File: src/rtl/dbus_pkg.sv
// Shared types and helpers for the core-to-SoC data-bus bridge.
// Optional request timeout is enabled with DBUS_TIMEOUT_EN.
package dbus_pkg;

    typedef enum logic [1:0] {
        IDLE,
        REQ,
        RESP
    } dbus_state_e;

    localparam logic [2:0] DLEN_B = 3'b001;
    localparam logic [2:0] DLEN_H = 3'b010;
    localparam logic [2:0] DLEN_W = 3'b100;

    function automatic logic [3:0] dbus_be(
        input logic [2:0] size,
        input logic [1:0] addr
    );
        case (size)
            DLEN_B:  return 4'b0001 << addr;
            DLEN_H:  return 4'b0011 << {addr[1], 1'b0};
            DLEN_W:  return 4'b1111;
            default: return 4'b0000;
        endcase
    endfunction

    // Also flags a size code that is not one-hot: such accesses never reach the bus.
    function automatic logic dbus_misaligned(
        input logic [2:0] size,
        input logic [1:0] addr
    );
        case (size)
            DLEN_B:  return 1'b0;
            DLEN_H:  return addr[0];
            DLEN_W:  return addr != 2'b00;
            default: return 1'b1;
        endcase
    endfunction

endpackage

File: src/rtl/dbus_lane_align.sv
// Byte-lane steering between the core's right-aligned data
// and the SoC bus word lanes.
module dbus_lane_align
    import dbus_pkg::*;
(
    input  logic [2:0]  size,
    input  logic [31:0] wdata_in,
    output logic [31:0] wdata_out,
    input  logic [1:0]  roff,
    input  logic [31:0] rdata_in,
    output logic [31:0] rdata_out
);

    always_comb begin
        case (size)
            DLEN_B:  wdata_out = {4{wdata_in[7:0]}};
            DLEN_H:  wdata_out = {2{wdata_in[15:0]}};
            default: wdata_out = wdata_in;
        endcase
        rdata_out = rdata_in >> {roff, 3'b000};
    end

endmodule

File: src/rtl/dbus_bridge.sv
// Data-bus bridge: one core request becomes one req/ack bus beat.
// Define DBUS_TIMEOUT_EN to abort REQ after TIMEOUT_CYCLES cycles.
module dbus_bridge
    import dbus_pkg::*;
#(
    parameter int unsigned TIMEOUT_CYCLES = 255
) (
    input  logic        CLK,
    input  logic        RES,
    input  logic        DAS,
    input  logic        DRD,
    input  logic        DWR,
    input  logic [31:0] DADDR,
    input  logic [31:0] DATAO,
    input  logic [2:0]  DLEN,
    output logic [31:0] DATAI,
    output logic        HLT,
    output logic        BERR,
    output logic        bus_req,
    output logic        bus_we,
    output logic [31:0] bus_addr,
    output logic [3:0]  bus_be,
    output logic [31:0] bus_wdata,
    input  logic        bus_ack,
    input  logic [31:0] bus_rdata,
    input  logic        bus_err
);

    dbus_state_e state_q, state_d;
    logic [31:0] datai_q, datai_d;
    logic        berr_q, berr_d;
    logic        bus_req_q, bus_req_d;
    logic        bus_we_q, bus_we_d;
    logic [31:0] bus_addr_q, bus_addr_d;
    logic [3:0]  bus_be_q, bus_be_d;
    logic [31:0] bus_wdata_q, bus_wdata_d;
    logic [1:0]  off_q, off_d;
`ifdef DBUS_TIMEOUT_EN
    logic [15:0] cnt_q, cnt_d;
`endif

    logic        new_acc;
    logic [31:0] wdata_rep;
    logic [31:0] rdata_sh;

    dbus_lane_align u_align (
        .size      (DLEN),
        .wdata_in  (DATAO),
        .wdata_out (wdata_rep),
        .roff      (off_q),
        .rdata_in  (bus_rdata),
        .rdata_out (rdata_sh)
    );

    assign new_acc = DAS & (DRD | DWR);

    always_comb begin
        state_d     = state_q;
        datai_d     = datai_q;
        berr_d      = 1'b0;
        bus_req_d   = bus_req_q;
        bus_we_d    = bus_we_q;
        bus_addr_d  = bus_addr_q;
        bus_be_d    = bus_be_q;
        bus_wdata_d = bus_wdata_q;
        off_d       = off_q;
`ifdef DBUS_TIMEOUT_EN
        cnt_d       = cnt_q;
`endif
        unique case (state_q)
            IDLE: begin
                if (new_acc) begin
                    bus_addr_d  = {DADDR[31:2], 2'b00};
                    off_d       = DADDR[1:0];
                    bus_we_d    = DWR;
                    bus_be_d    = dbus_be(DLEN, DADDR[1:0]);
                    bus_wdata_d = wdata_rep;
                    if (dbus_misaligned(DLEN, DADDR[1:0])) begin
                        state_d = RESP;
                        berr_d  = 1'b1;
                    end else begin
                        state_d   = REQ;
                        bus_req_d = 1'b1;
`ifdef DBUS_TIMEOUT_EN
                        cnt_d     = 16'd0;
`endif
                    end
                end
            end
            REQ: begin
                if (bus_err) begin
                    state_d   = RESP;
                    bus_req_d = 1'b0;
                    berr_d    = 1'b1;
                end else if (bus_ack) begin
                    state_d   = RESP;
                    bus_req_d = 1'b0;
                    datai_d   = rdata_sh;
                end
`ifdef DBUS_TIMEOUT_EN
                else if (cnt_q == 16'(TIMEOUT_CYCLES - 1)) begin
                    state_d   = RESP;
                    bus_req_d = 1'b0;
                    berr_d    = 1'b1;
                end else begin
                    cnt_d = cnt_q + 16'd1;
                end
`endif
            end
            RESP: begin
                state_d = IDLE;
            end
            default: begin
                state_d   = IDLE;
                bus_req_d = 1'b0;
            end
        endcase
    end

    always_ff @(posedge CLK) begin
        if (RES) begin
            state_q     <= IDLE;
            datai_q     <= 32'd0;
            berr_q      <= 1'b0;
            bus_req_q   <= 1'b0;
            bus_we_q    <= 1'b0;
            bus_addr_q  <= 32'd0;
            bus_be_q    <= 4'd0;
            bus_wdata_q <= 32'd0;
            off_q       <= 2'd0;
`ifdef DBUS_TIMEOUT_EN
            cnt_q       <= 16'd0;
`endif
        end else begin
            state_q     <= state_d;
            datai_q     <= datai_d;
            berr_q      <= berr_d;
            bus_req_q   <= bus_req_d;
            bus_we_q    <= bus_we_d;
            bus_addr_q  <= bus_addr_d;
            bus_be_q    <= bus_be_d;
            bus_wdata_q <= bus_wdata_d;
            off_q       <= off_d;
`ifdef DBUS_TIMEOUT_EN
            cnt_q       <= cnt_d;
`endif
        end
    end

    // Hold the core while a fresh request is seen and throughout REQ.
    assign HLT = ~RES & ((state_q == REQ) | ((state_q == IDLE) & new_acc));

    assign DATAI     = datai_q;
    assign BERR      = berr_q;
    assign bus_req   = bus_req_q;
    assign bus_we    = bus_we_q;
    assign bus_addr  = bus_addr_q;
    assign bus_be    = bus_be_q;
    assign bus_wdata = bus_wdata_q;

endmodule

File: config.mk
export PLATFORM = sky130hd
export DESIGN_NAME = dbus_bridge
export DESIGN_NICKNAME = d
export VERILOG_FILES = /design/src/rtl/dbus_pkg.sv /design/src/rtl/dbus_lane_align.sv /design/src/rtl/dbus_bridge.sv
export SDC_FILE = /design/constraint.sdc
export NUM_CORES = 1
export LEC_CHECK = 0
export ABC_CLOCK_PERIOD_IN_PS = 2700
export CORE_MARGIN = 4
export CORE_UTILIZATION = 46
export CTS_BUF_LIST = sky130_fd_sc_hd__clkbuf_4
export CTS_CLUSTER_DIAMETER = 60
export CTS_CLUSTER_SIZE = 40
export DETAILED_ROUTE_END_ITERATION = 12
export GPL_ROUTABILITY_DRIVEN = 0
export HOLD_SLACK_MARGIN = 0.03
export PLACE_DENSITY_LB_ADDON = 0.2
export RECOVER_POWER = 50
export SYNTH_ARGS = -nofsm -noshare
export SYNTH_HDL_FRONTEND = slang
export SYNTH_SLANG_ARGS = --single-unit
File: constraint.sdc
create_clock -name CLK -period 2.7 [get_ports CLK]
set_input_delay 0.54 -clock CLK [delete_from_list [all_inputs] [get_ports CLK]]
set_output_delay 0.54 -clock CLK [all_outputs]
set_load 0.01 [all_outputs]
==> results of run 1 <==
[through the flow]
stage	setup WS, ns	hold slack (ns)	instances	total power (µW)	utilization (%)
4_1_cts	0.233	0.467	857	3150	71.9
3_3_place_gp	0.250	0.438	842	2410	70.6
6_report	0.281	0.460	857	3100	71.3
3_5_place_dp	0.183	0.446	842	2420	70.6
2_1_floorplan	0.978	0.476	539	2020	-
5_1_grt	0.103	0.484	857	3250	71.3
[per-layer routing]
metal  track usage (%)  share of wire (%)
met1              27.3                 38
met2              43.5                 52
met3              6.12                7.9
met4              8.40                1.9
met5                 0                  0
[where the power goes]
part | leakage (µW) | total [µW] | switching (µW) | internal [µW]
Sequential | 0.000858 | 1670 | 43.3 | 1630
Combinational | 0.00160 | 690 | 322 | 368
Clock | 0.0000605 | 733 | 536 | 198
[sequential cells by signal, indices dropped and copies added, names as in the netlist]
| name | count |
|---|---|
| state_q | 2 |
| BERR | 1 |
| bus_addr | 30 |
| bus_req | 1 |
| bus_we | 1 |
| bus_wdata | 32 |
| DATAI | 32 |
| bus_be | 4 |
| off_q | 2 |
[worst max path at each step]
stage | startpoint | end | slack [ns] | depth (start not counted)
final | DWR | HLT | 0.28 | 4
after global routing | DWR | bus_be[3] | 0.10 | 7
after CTS | state_q[1] | HLT | 0.23 | 3
after detailed placement | DLEN[0] | bus_wdata[30] | 0.18 | 5
after global placement | DLEN[0] | bus_wdata[30] | 0.25 | 5
after floorplan | RES | HLT | 0.98 | 3
[layout make-up]
class                   count  area, µm²  area share [%]
clock inverters             6       52.6           0.782
flip-flops and latches    105       2100            31.3
multi-input cells         384       2170            32.4
inverters                   4       15.0           0.224
clock buffers               9       67.6            1.01
repair buffers            220       2140            31.9
well taps                 129        161            2.40
[layout by cell type, fill, tap and decap left out, types with 7 or more instances in the layout]
cell type	n
dlygate4sd3_1	47
o211ai_1	8
and3_1	7
nand3b_1	9
a221oi_1	7
dfxtp_1	105
buf_4	7
o2bb2ai_1	7
clkdlybuf4s50_1	159
a211oi_1	18
clkbuf_4	9
nor2_1	48
mux2_2	8
o21ai_0	10
mux2i_1	32
a21oi_1	67
nor3_1	21
nand3_1	8
nand2_1	107
[logic make-up after synthesis]
kind of cell / count (synthesis) / share of synthesized area [%]
other cells: 1 / 0.0826
compound gates: 130 / 17.9
buf+inv: 50 / 5.54
simple gates: 212 / 21.1
mux: 40 / 9.04
flops: 105 / 46.3
[worst min-delay path: cells and delay by family, from the launching register on]
kind / cells / cell delay (ns)
DFF: 1 / 0.33
AOI/OAI and AO/OA: 1 / 0.05
and+or+nand+nor: 1 / 0.05
==> run summary, run 1 <==
Async SR Flop Fraction: 0%
PortBufs: 207
Clock Latency Late Sink: 0.45 ns
fraction of layout cells with a size suffix above 1: 5.36%
die area: 11500 µm²
Total Routed Length: 14200 µm
CTS clock-pin slew for the worst setup and hold paths: 0.14 ns
via count: 4555
Post-synth EDFFs: 0
initial antenna violation count: 0
TritonRoute pass-1 iters: 5
Most common cell on crit path: clkdlybuf4s50_1
RSZ-0062 raised after global routing: no
min-delay src: DATAI[31]
IO Count: 210
endpoints failing hold: 0
Slowest cell on crit path: clkdlybuf4s50_1
# Max-Cap Violations: 0
ranking of synthesized cells by instance count: nand2_1, dfxtp_1, a21oi_1, nor2_1, mux2i_1
worst vdd ir: 0.278 mV
Post-Synthesis Cell Area: 4540 µm²
Worst Hold End: DATAI[31]
Mapped Cells: 538
first-pass GRT wire length: 22000 µm
Bufs and invs on worst path: 2
Setup crit start kind: input port
Setup TNS Final: 0 ns
Avg Vias per Cell: 5.32
leakage power: 0.00252 µW
synth top area cells: dfxtp_1, nand2_1, a21oi_1
Critical R2R Launch: state_q[0]
fin. max-slew vios: 0
hold path cells: 2
post-layout min period: 2.42 ns
drt wl/cell: 16.5 µm
Worst Path Class, Setup: input port to output pin
remaining antenna violation count after routing: 0
period utilization: 89.6%
Main synth FF type: dfxtp_1
die width: 107 µm
total grt overflow: 0
DR iter-0 viols: 202
CORE AREA: 9420 µm²
count leader, synth: nand2_1
Synth Area per Inst: 8.44 µm²
DPL Wire Length: 10600 µm
sequential fraction of the synthesis area: 46.3%
CTS sink cnt: 105
Worst Path Required: 2.16 ns
Critical Path, Cell by Cell: clkdlybuf4s50_1 -> o21ai_0 -> a21boi_0 -> clkdlybuf4s50_1
Max stage delay on crit path: 0.57 ns
maximum clock frequency: 413 MHz
hold_buf cts: 0
reg2reg end: DATAI[29]
critical path peak fanout: 2
ant diodes: 0
Setup Skew: 0.0212 ns
max_slew headroom: 23.8%
Layout Nets: 830
result of the run: finished clean
P&R area growth vs syn: 48.0%
worst slew pin tran: 1.14 ns
initial cell density of the core: 48.2%
Yosys cell types: 46
worst reg2reg path depth: 5
row cnt: 35
Design Area, Final: 6720 µm²
die height: 107 µm
All-Layer GR Usage: 24.1%
Fillers: 763
final setup vio count: 0
Post-CTS Resized: 0
CTS buffer count: 9
WP data arrival: 1.88 ns
area leader, netlist: dfxtp_1
Yosys top cell area share: 46.3%
Placement Cell Area: 6650 µm²
clock root cell: clkbuf_4
CP Capture Type: output pin
CTS tree: built
largest net degree at the start of global routing: 99
Synth Warn #: 0
r2r setup slk: 0.43 ns
Setup Fix Bufs, Post-CTS: 0
Pwr Density: 461 nW/µm²
#FFs+latches synth: 105
Post-route DRC: 0
htree depth: 3
Hold Crit Class: flop to flop
Clock Tree Buf Depth: 2
CP top delay family: buffers and inverters
vias in the first global route: 4443
Note: power is estimated with default switching activity, not from simulation.
==> run 2, diff against run 1 <==
--- a/config.mk
+++ b/config.mk
@@ -6,6 +6,7 @@
 export NUM_CORES = 1
 export LEC_CHECK = 0
 export ABC_CLOCK_PERIOD_IN_PS = 2700
+export CAP_MARGIN = 0
 export CORE_MARGIN = 4
 export CORE_UTILIZATION = 46
 export CTS_BUF_LIST = sky130_fd_sc_hd__clkbuf_4
==> results of run 2 <==
Same layout as run 1: the final DEF is identical, and so are final timing and power.
